`src/rtl/gauss_sample_buffer_if.sv`:
```
// Sample-path bundle between the Box-Muller generator, the sample buffer and the
// downstream consumer: pair strobe in, scaled sample stream out.
interface gauss_sample_buffer_if;
  logic        in_valid;
  logic [15:0] in_grv1;
  logic [15:0] in_grv2;
  logic        gen_enable;
  logic        out_valid;
  logic        out_ready;
  logic [15:0] out_data;
  logic [15:0] unused_pad;
  logic        out_last;

  modport master (
    output in_valid, in_grv1, in_grv2, out_ready,
    input  gen_enable, out_valid, out_data, out_last
  );

  modport slave (
    input  in_valid, in_grv1, in_grv2, out_ready,
    output gen_enable, out_valid, out_data, out_last
  );
endinterface

```
`src/rtl/gauss_sample_buffer.sv`:
```
// Pair FIFO behind the Box-Muller generator: serializes (grv1, grv2) into one stream
// and applies a saturating affine gain/offset to form cell threshold-voltage noise.
module gauss_sample_buffer #(
  parameter int DEPTH      = 8,
  parameter int SCALE_FRAC = 12
) (
  input  logic                       clk,
  input  logic                       reset,
  gauss_sample_buffer_if.slave       bus,
  input  logic                       flush,
  input  logic [15:0]                scale_i,
  input  logic [15:0]                offset_i,
  output logic [$clog2(DEPTH):0]     level,
  output logic                       overflow,
  output logic                       sat_flag,
  output logic [15:0]                drop_count
);

  localparam int DATA_W = 16;
  localparam int COEF_W = 16;
  localparam int AW     = $clog2(DEPTH);
  localparam int LW     = AW + 1;
  localparam int PW     = DATA_W + COEF_W + 1;
  localparam int RW     = PW + 1;

  // Product of signed sample and unsigned gain, floored, plus the offset, one guard bit wide.
  function automatic logic signed [RW-1:0] affine(input logic signed [DATA_W-1:0] x,
                                                  input logic [COEF_W-1:0]        s,
                                                  input logic signed [DATA_W-1:0] o);
    logic signed [PW-1:0] p;
    logic signed [PW-1:0] q;
    p = $signed({{(COEF_W+1){x[DATA_W-1]}}, x}) * $signed({{(DATA_W+1){1'b0}}, s});
    q = p >>> SCALE_FRAC;
    return $signed({q[PW-1], q} + {{(COEF_W+2){o[DATA_W-1]}}, o});
  endfunction

  function automatic logic sat_hit(input logic signed [RW-1:0] r);
    return !((&r[RW-1:DATA_W-1]) || (~|r[RW-1:DATA_W-1]));
  endfunction

  function automatic logic signed [DATA_W-1:0] sat_clip(input logic signed [RW-1:0] r);
    if (sat_hit(r)) return r[RW-1] ? {1'b1, {(DATA_W-1){1'b0}}} : {1'b0, {(DATA_W-1){1'b1}}};
    return r[DATA_W-1:0];
  endfunction

  logic [2*DATA_W-1:0]        mem_q [DEPTH];
  logic [AW-1:0]              wr_ptr_q, rd_ptr_q;
  logic [LW-1:0]              level_q, level_d;
  logic                       sel_q;
  logic                       vld_p0_q, last_p0_q;
  logic signed [DATA_W-1:0]   x_p0_q;
  logic                       vld_p1_q, last_p1_q;
  logic signed [DATA_W-1:0]   data_p1_q;
  logic                       ovf_q, sat_q;
  logic [15:0]                drop_q;

  logic                       full, empty, adv_p1, load_p0, pop, wr, drop;
  logic [2*DATA_W-1:0]        head;
  logic signed [DATA_W-1:0]   x_sel;
  logic signed [RW-1:0]       r_p0;
  logic signed [DATA_W-1:0]   y_p0;
  logic                       s_p0;

  // Full is judged on the pre-edge level, so a same-edge pop never rescues a write.
  assign full    = (level_q == LW'(DEPTH));
  assign empty   = (level_q == '0);
  assign adv_p1  = !vld_p1_q || bus.out_ready;
  assign load_p0 = adv_p1 && !empty;
  assign pop     = load_p0 && sel_q;
  assign wr      = bus.in_valid && !flush && !full;
  assign drop    = bus.in_valid && !flush && full;
  assign level_d = level_q + LW'(wr) - LW'(pop);

  assign head  = mem_q[rd_ptr_q];
  assign x_sel = sel_q ? $signed(head[DATA_W-1:0]) : $signed(head[2*DATA_W-1:DATA_W]);

  assign r_p0 = affine(x_p0_q, scale_i, $signed(offset_i));
  assign y_p0 = sat_clip(r_p0);
  assign s_p0 = sat_hit(r_p0);

  always_ff @(posedge clk or posedge reset) begin
    if (reset) begin
      wr_ptr_q  <= '0;
      rd_ptr_q  <= '0;
      level_q   <= '0;
      sel_q     <= 1'b0;
      vld_p0_q  <= 1'b0;
      vld_p1_q  <= 1'b0;
      data_p1_q <= '0;
      last_p1_q <= 1'b0;
      ovf_q     <= 1'b0;
      sat_q     <= 1'b0;
      drop_q    <= '0;
    end else begin
      if (flush) begin
        wr_ptr_q <= '0;
        rd_ptr_q <= '0;
        level_q  <= '0;
        sel_q    <= 1'b0;
        vld_p0_q <= 1'b0;
        vld_p1_q <= 1'b0;
      end else begin
        if (wr)      wr_ptr_q <= wr_ptr_q + 1'b1;
        if (pop)     rd_ptr_q <= rd_ptr_q + 1'b1;
        level_q <= level_d;
        if (load_p0) sel_q    <= ~sel_q;
        // Stage A -> stage B boundary
        if (adv_p1) begin
          vld_p0_q <= load_p0;
          vld_p1_q <= vld_p0_q;
          if (vld_p0_q) begin
            data_p1_q <= y_p0;
            last_p1_q <= last_p0_q;
            if (s_p0) sat_q <= 1'b1;
          end
        end
      end
      if (drop) begin
        ovf_q <= 1'b1;
        if (drop_q != 16'hFFFF) drop_q <= drop_q + 16'd1;
      end
    end
  end

  // FIFO -> stage A boundary
  always_ff @(posedge clk) begin
    if (wr) mem_q[wr_ptr_q] <= {bus.in_grv1, bus.in_grv2};
    if (load_p0) begin
      x_p0_q    <= x_sel;
      last_p0_q <= sel_q;
    end
  end

  assign bus.gen_enable = (level_q <= LW'(DEPTH - 2));
  assign bus.out_valid  = vld_p1_q;
  assign bus.out_data   = data_p1_q;
  assign bus.out_last   = last_p1_q;
  assign level          = level_q;
  assign overflow       = ovf_q;
  assign sat_flag       = sat_q;
  assign drop_count     = drop_q;

endmodule

```
`src/flat_wrapper.sv`:
```
// flat-port wrapper written by rule: the top's interface ports become plain ports
module gauss_sample_buffer_flat 
#(
  parameter int DEPTH      = 8,
  parameter int SCALE_FRAC = 12
)
  (clk, reset, flush, scale_i, offset_i, level, overflow, sat_flag, drop_count, bus_in_valid, bus_in_grv1, bus_in_grv2, bus_out_ready, bus_gen_enable, bus_out_valid, bus_out_data, bus_out_last);
  gauss_sample_buffer_if bus_i ();
  input  logic clk;
  input  logic reset;
  input  logic flush;
  input  logic [15:0] scale_i;
  input  logic [15:0] offset_i;
  output logic [$clog2(DEPTH):0] level;
  output logic overflow;
  output logic sat_flag;
  output logic [15:0] drop_count;
  input wire logic [$bits(bus_i.in_valid)-1:0] bus_in_valid;
  input wire logic [$bits(bus_i.in_grv1)-1:0] bus_in_grv1;
  input wire logic [$bits(bus_i.in_grv2)-1:0] bus_in_grv2;
  input wire logic [$bits(bus_i.out_ready)-1:0] bus_out_ready;
  output wire logic [$bits(bus_i.gen_enable)-1:0] bus_gen_enable;
  output wire logic [$bits(bus_i.out_valid)-1:0] bus_out_valid;
  output wire logic [$bits(bus_i.out_data)-1:0] bus_out_data;
  output wire logic [$bits(bus_i.out_last)-1:0] bus_out_last;
  assign bus_i.in_valid = bus_in_valid;
  assign bus_i.in_grv1 = bus_in_grv1;
  assign bus_i.in_grv2 = bus_in_grv2;
  assign bus_i.out_ready = bus_out_ready;
  assign bus_gen_enable = bus_i.gen_enable;
  assign bus_out_valid = bus_i.out_valid;
  assign bus_out_data = bus_i.out_data;
  assign bus_out_last = bus_i.out_last;
  gauss_sample_buffer #(.DEPTH(DEPTH), .SCALE_FRAC(SCALE_FRAC)) u_core (.clk(clk), .reset(reset), .bus(bus_i), .flush(flush), .scale_i(scale_i), .offset_i(offset_i), .level(level), .overflow(overflow), .sat_flag(sat_flag), .drop_count(drop_count));
endmodule
```
`config.mk`:
```
export PLATFORM = sky130hd
export DESIGN_NAME = gauss_sample_buffer_flat
export DESIGN_NICKNAME = d
export VERILOG_FILES = /design/src/rtl/gauss_sample_buffer_if.sv /design/src/rtl/gauss_sample_buffer.sv /design/src/flat_wrapper.sv
export SDC_FILE = /design/constraint.sdc
export NUM_CORES = 1
export LEC_CHECK = 0
export ABC_AREA = 1
export CAP_MARGIN = 10
export CORE_ASPECT_RATIO = 1.2
export CORE_MARGIN = 10
export CORE_UTILIZATION = 56
export CTS_CLUSTER_DIAMETER = 50
export CTS_CLUSTER_SIZE = 12
export DETAILED_ROUTE_END_ITERATION = 10
export GPL_ROUTABILITY_DRIVEN = 0
export PLACE_DENSITY_LB_ADDON = 0.12
export RECOVER_POWER = 25
export SLEW_MARGIN = 20
export SYNTH_ARGS = -nofsm -noshare
export SYNTH_HDL_FRONTEND = slang
export SYNTH_SLANG_ARGS = --single-unit
```
`constraint.sdc`:
```
create_clock -name clk -period 6.89 [get_ports clk]
set_input_delay 1.378 -clock clk [delete_from_list [all_inputs] [get_ports clk]]
set_output_delay 1.378 -clock clk [all_outputs]
set_load 0.01 [all_outputs]
```
==> impl_metrics.yaml, run 1 <==
finish:
  seqCellArea_um2: 9408
  final.fill_count: 2921
  area.growth.synth_to_final_pct: 25.24
  nNetsFinal: 3145
  drive_above_1_share_pct: 22.60
  multi_input_area_um2: 12900
detailed_routing:
  drc_violation_count_after_routing: 0
  via_per_inst: 5.493
  dr_vias: 18070
  final_antenna_net_count: 0
  detail_route.wl_per_cell_um: 18.60
  postRouteWirelength_um: 61170
  initialDrtViolationCount: 1113
  detail_route.first_pass.iterations: 5
worst_setup_path:
  critical_path_class: "input pin to register"
  setup.reg_to_reg.worst_slack_ns: -0.57
  critPathRequiredTime_ns: 7.37
  critPathArrivalTime_ns: 8.31
  r2r.worst_path.cells: 34
  slowest_delay_ns: 0.57
  crit_path_end_kind: "register"
  end_of_the_worst_register_to_register_path: "u_core.bus.out_data[5]"
  slowest_library_cell_on_the_worst_path: "sky130_fd_sc_hd__fa_1"
  critical_path_start_type: "input pin"
  r2r_start: "u_core.x_p0_q[15]"
  timing.critical_path.fanout_max: 8
  timing.critical_path.mode_cell: "sky130_fd_sc_hd__nand2_1"
worst_hold_path:
  whs_endpoint: "u_core.bus.out_last"
  hold_path.class: "register to register"
  min-delay-start: "u_core.last_p0_q"
  holdPathStages: 2
logic_synthesis:
  syn_area_um2: 23350
  syn_nets: 2829
  synth_enable_flop_cells: 273
  synth_seq_area_share_pct: 40.25
  synth_cell_type_count: 47
  synth_seq_cells: 321
  syn_inst: 2414
  postSynth.asyncResetShare_pct: 14.95
  avgSynthCellArea_um2: 9.673
  yosys_most_used_dff: "sky130_fd_sc_hd__edfxtp_1"
  yosysWarnings: 0
place:
  dp_wirelength_um: 42870
  port-buffer-count: 109
  preCtsSetupSlack_ns: -1.927
clock_network:
  clockBufferDepth: 3
  cts.sink_count: 321
  cts.reportedPaths.clkPinSlew_ns: 0.06
  htree_levels: 2
  ctsHoldBuffers: 0
  numCtsBuffers: 35
  root_buffer: "sky130_fd_sc_hd__clkbuf_16"
  insertion_delay_ns: 0.56
  tritoncts_clock_tree: "yes"
global_route:
  grt_antenna_before_repair: 5
  grt_pass1_vias: 18300
  global_route.overflow_total: 0
  maximum_number_of_pins_on_one_net_before_global_route_repair: 110
  wire_length_of_the_first_global_routing_pass_um: 95580
  gr-usage-all-layers_pct: 24.05
die:
  io_pins: 110
  core_region_area_um2: 40940
  die_y_um: 243.7
  die_area_um2: 50300
  floorplan.initialDensity_pct: 57.03
  rows: 81
  die_width_um: 206.4
sta:
  finalWorstSetupSlack_ns: -0.9408
  setup_viol: 17
  max_slew_margin_pct: 19.16
  worst-slew-pin-transition_ns: 1.213
  slew_violations: 0
  finalCritPeriodShare_pct: 113.7
  rsz0062_at_grt: "yes"
  finalCriticalPeriod_ns: 7.831
  finalClockSkew_ns: 0.02102
  max_freq_mhz: 127.7
  final.hold.worst_slack_ns: 0.4813
  final_hold_viol_count: 0
outcome:
  outcome: "finished with violations"
  violations: "negative setup slack"
flow_run:
  max_cap_violations: 0
==> registers in the layout, indices dropped and copies added, names as in the netlist, 3 cells and up <==
signal / count
u_core.x_p0_q: 16
u_core.mem_q: 256
u_core.wr_ptr_q: 3
u_core.drop_count: 16
u_core.rd_ptr_q: 3
u_core.bus.out_data: 16
u_core.level: 4
==> kinds of logic (layout without fill, tap and decap cells) <==
group | after synthesis | count (layout) | share of synthesized area, %
AND/OR/NAND/NOR | 793 | 794 | 14.00
adder cells (fa/ha/maj) | 346 | 346 | 24.81
other | 0 | 2 | 0
XOR/XNOR | 49 | 49 | 1.838
buffers and inverters | 573 | 906 | 9.302
flip-flops | 321 | 321 | 40.25
AO/OA/AOI/OAI | 285 | 285 | 7.785
multiplexers | 47 | 47 | 2.020
==> synthesized netlist by cell type, drive strengths merged (12+ instances only) <==
cell,instances,area share [%]
dfrtp,48,5.1
nand3,55,1.3
o211ai,16,0.51
edfxtp,273,35
o221ai,48,1.8
ha,151,8.1
xnor2,21,0.79
inv,468,7.5
nand4,12,0.32
nor2,211,3.5
a21oi,84,2.0
xor2,28,1.1
o21ai,91,2.0
fa,195,17
mux2i,46,2.0
nand2,487,8.1
clkbuf,94,1.5
o32ai,16,0.60
==> worst max-delay path by stage <==
stage	depth (start not counted)	slack [ns]	from	endpoint
6_report	37	-0.94	scale_i[8]	u_core.bus.out_data[5]
5_1_grt	36	-1.18	scale_i[8]	u_core.bus.out_data[5]
4_1_cts	40	-0.89	scale_i[5]	u_core.bus.out_data[7]
3_5_place_dp	32	-1.93	scale_i[13]	u_core.bus.out_data[5]
3_3_place_gp	33	-1.81	scale_i[10]	u_core.bus.out_data[7]
2_1_floorplan	39	-0.82	scale_i[6]	u_core.bus.out_data[0]
==> metal layers <==
layer	up-vias	wire length, um	GRT usage [%]
met3	180	3131	3.067
met1	8951	22810	28.18
li1	8399	-	-
met4	8	2466	9.843
met2	528	32720	43.25
met5	-	41	0
==> layout make-up <==
| cell class | instances | share of cell area (%) |
|---|---|---|
| timing repair buffer | 382 | 11.78 |
| clock inverter | 8 | 0.4150 |
| multi-input combinational | 1521 | 44.10 |
| antenna | 2 | 0.01711 |
| tap | 539 | 2.306 |
| inverter | 469 | 6.032 |
| sequential | 321 | 32.17 |
| clock buffer | 47 | 3.183 |
==> through the flow <==
stage	setup TNS, ns	std cells	utilization, %	area (um^2)
after floorplan	-12.66	2414	-	23600
after global placement	-30.19	3171	65.14	26670
after detailed placement	-32.01	3171	65.14	26670
after CTS	-14.43	3274	69.92	28630
after global routing	-19.09	3289	71.43	29250
final	-15.11	3289	71.43	29250
==> critical path: cells and delay by family <==
kind | cells | cell delay (ns)
AO/OA/AOI/OAI | 4 | 0.57
XOR/XNOR | 1 | 0.35
adder cells (fa/ha/maj) | 8 | 3.68
buffers and inverters | 9 | 0.75
AND/OR/NAND/NOR | 15 | 1.54
==> cells in the final DEF (no fill, tap or decap), drive strengths merged, types with 28 or more instances in the layout <==
cell           count
mux2i             46
dfrtp             48
clkdlybuf4s50     71
nand2            488
ha               151
o221ai            48
xor2              28
buf              281
nor2             211
o21ai             91
a21oi             84
fa               195
nand3             55
edfxtp           273
clkbuf            52
inv              471
==> what timing repair did <==
item	in CTS	in global routing
cloned	6	0
setup buffers	42	19
pin swaps	69	118
gates resized for setup	194	160
endpoints found under the setup margin	17	17
Power of run 1 is left out: the tool's default activity adds up to more than one toggle a clock period on the data nets, which glitch-free logic cannot reach.
==> run 2, diff against run 1 <==
--- a/config.mk
+++ b/config.mk
@@ -9,7 +9,7 @@
 export CAP_MARGIN = 10
 export CORE_ASPECT_RATIO = 1.2
 export CORE_MARGIN = 10
-export CORE_UTILIZATION = 56
+export CORE_UTILIZATION = 60
 export CTS_CLUSTER_DIAMETER = 50
 export CTS_CLUSTER_SIZE = 12
 export DETAILED_ROUTE_END_ITERATION = 10
==> constraint.sdc (replaced) <==
create_clock -name clk -period 10 [get_ports clk]
set_input_delay 2 -clock clk [delete_from_list [all_inputs] [get_ports clk]]
set_output_delay 2 -clock clk [all_outputs]
set_load 0.01 [all_outputs]
==> run 2 against run 1 <==
  * The flow now finishes without violations
  * Highest routed layer is now met4
  * Global-route usage is 0.91 points higher
  * Sequential share of layout area is 4.1 points higher
  * Critical path depth is 4 lower
  * First-iteration DRC count is 7.0% higher
  * Count of clock-buffer cells in the layout is 5 lower
  * Core utilization is 4.4 points lower
  * Non-clock buffer count is 232 lower
  * Flip-flop and latch count stayed put
  * Final area is 11% lower
  * Clock skew is 0.0020 ns lower
  * Cell count is 7.8% lower
  * Worst hold slack worse by 0.027 ns
==> impl_metrics.yaml, run 2 (same netlist as run 1, synthesis figures left out) <==
outcome:
  outcome: "finished clean"
finish:
  final.fill_count: 3025
  drive_above_1_share_pct: 5.669
  regMostFlops: "u_core.mem_q"
  nNetsFinal: 2908
  final_common_cell: "sky130_fd_sc_hd__nand2_1"
  largest_reg_flops: 256
  area.growth.synth_to_final_pct: 11.02
  most_frequent_cells_in_the_layout: "470 x sky130_fd_sc_hd__nand2_1, 464 x sky130_fd_sc_hd__inv_1, 273 x sky130_fd_sc_hd__edfxtp_1, 196 x sky130_fd_sc_hd__nor2_1, 195 x sky130_fd_sc_hd__fa_1"
  multi_input_area_um2: 11850
  seqCellArea_um2: 9407
sta:
  slew_violations: 0
  final_hold_viol_count: 0
  final.hold.worst_slack_ns: 0.4541
  finalCritPeriodShare_pct: 95.03
  setup_viol: 0
  max_freq_mhz: 105.2
  max_slew_margin_pct: 10.86
  rsz0062_at_grt: "no"
  finalSetupTns_ns: 0
  finalClockSkew_ns: 0.01903
  worst-slew-pin-transition_ns: 1.337
  finalCriticalPeriod_ns: 9.503
worst_setup_path:
  worst-path-buf-inv: 7
  slowest_delay_ns: 0.89
  crit_path_end_kind: "register"
  critPathArrivalTime_ns: 10.00
  critPathRequiredTime_ns: 10.49
  critical_path_class: "input pin to register"
  r2r_start: "u_core.x_p0_q[2]"
  timing.critical_path.fanout_max: 16
  crit_startpoint: "scale_i[12]"
  cp_top_family: "adder cells"
  slowest_library_cell_on_the_worst_path: "sky130_fd_sc_hd__clkdlybuf4s50_1"
  critical_path_start_type: "input pin"
clock_network:
  numCtsBuffers: 31
  cts.sink_count: 321
  insertion_delay_ns: 0.56
  ctsResizeCount: 0
  tritoncts_clock_tree: "yes"
  cts_setup_buffers: 0
  root_buffer: "sky130_fd_sc_hd__clkbuf_16"
  clockBufferDepth: 3
  htree_levels: 1
  ctsHoldBuffers: 0
  cts.reportedPaths.clkPinSlew_ns: 0.06
detailed_routing:
  drc_violation_count_after_routing: 0
  final_antenna_net_count: 0
  route.top_layer_used: "met4"
  detail_route.wl_per_cell_um: 19.24
  total_routed_wire_length_on_the_met1_layer_um: 21670
  detail_route.first_pass.iterations: 6
  routed-wl-met3_um: 3042
  initialDrtViolationCount: 1191
  met2WireLength_um: 30550
  postRouteWirelength_um: 58350
  dr_vias: 16970
  via_per_inst: 5.595
die:
  die_area_um2: 47240
  die_width_um: 200.1
  core_region_area_um2: 38650
  floorplan.initialDensity_pct: 60.42
  rows: 79
  die_y_um: 236.1
  io_pins: 110
place:
  port-buffer-count: 109
  dp_wirelength_um: 41590
global_route:
  grt_pass1_vias: 17740
  wire_length_of_the_first_global_routing_pass_um: 92830
  gr-usage-all-layers_pct: 24.96
  grt_antenna_before_repair: 4
  global_route.overflow_total: 0
  maximum_number_of_pins_on_one_net_before_global_route_repair: 101
worst_hold_path:
  hold_path.class: "register to register"
  min-delay-start: "u_core.last_p0_q"
flow_run:
  max_cap_violations: 0
-- run 2: per-stage QoR --
stage | setup slack [ns] | util [%] | instances | cell area [um^2]
6_report | 0.4968 | 67.08 | 3032 | 25920
5_1_grt | 0.1207 | 67.08 | 3032 | 25920
4_1_cts | 0.6676 | 67.06 | 3031 | 25920
3_5_place_dp | 0.1173 | 64.89 | 2986 | 25080
3_3_place_gp | 0.1526 | 64.89 | 2986 | 25080
2_1_floorplan | 1.225 | - | 2414 | 23350
-- run 2: worst paths after layout --
check	to	slack, ns	cells past startpoint
setup / recovery	u_core.bus.out_data[2]	0.50	33
hold / removal	u_core.bus.out_last	0.45	2
setup reg to reg	u_core.bus.out_data[2]	1.84	32
hold reg to reg	u_core.bus.out_last	0.45	2
max in group asynchronous	u_core.rd_ptr_q[0]	7.55	2
min in group asynchronous	u_core.sat_flag	1.90	2
-- run 2: area by class of cell --
cell class | count | share of cell area, %
multi-input combinational | 1520 | 45.72
sequential | 321 | 36.29
inverter | 469 | 6.796
timing repair buffer | 150 | 5.430
clock buffer | 42 | 3.152
tap | 526 | 2.539
clock inverter | 3 | 0.07240
antenna | 1 | 0.009653
-- run 2: per-layer routing --
| metal | up-vias | global-route usage, % |
|---|---|---|
| li1 | 7899 | - |
| met1 | 8307 | 28.94 |
| met2 | 587 | 44.66 |
| met3 | 172 | 2.450 |
| met4 | 0 | 12.61 |
| met5 | - | 0 |
-- run 2: worst reg2reg max path, delay by kind of cell, from the launching register on --
kind                     cells  cell delay (ns)
AO/OA/AOI/OAI                6             1.25
XOR/XNOR                     1             0.34
adder cells (fa/ha/maj)      8             3.79
buffers and inverters        6             0.34
flip-flops                   1             0.96
AND/OR/NAND/NOR             11             1.42
Power of run 2 is left out for the same reason.
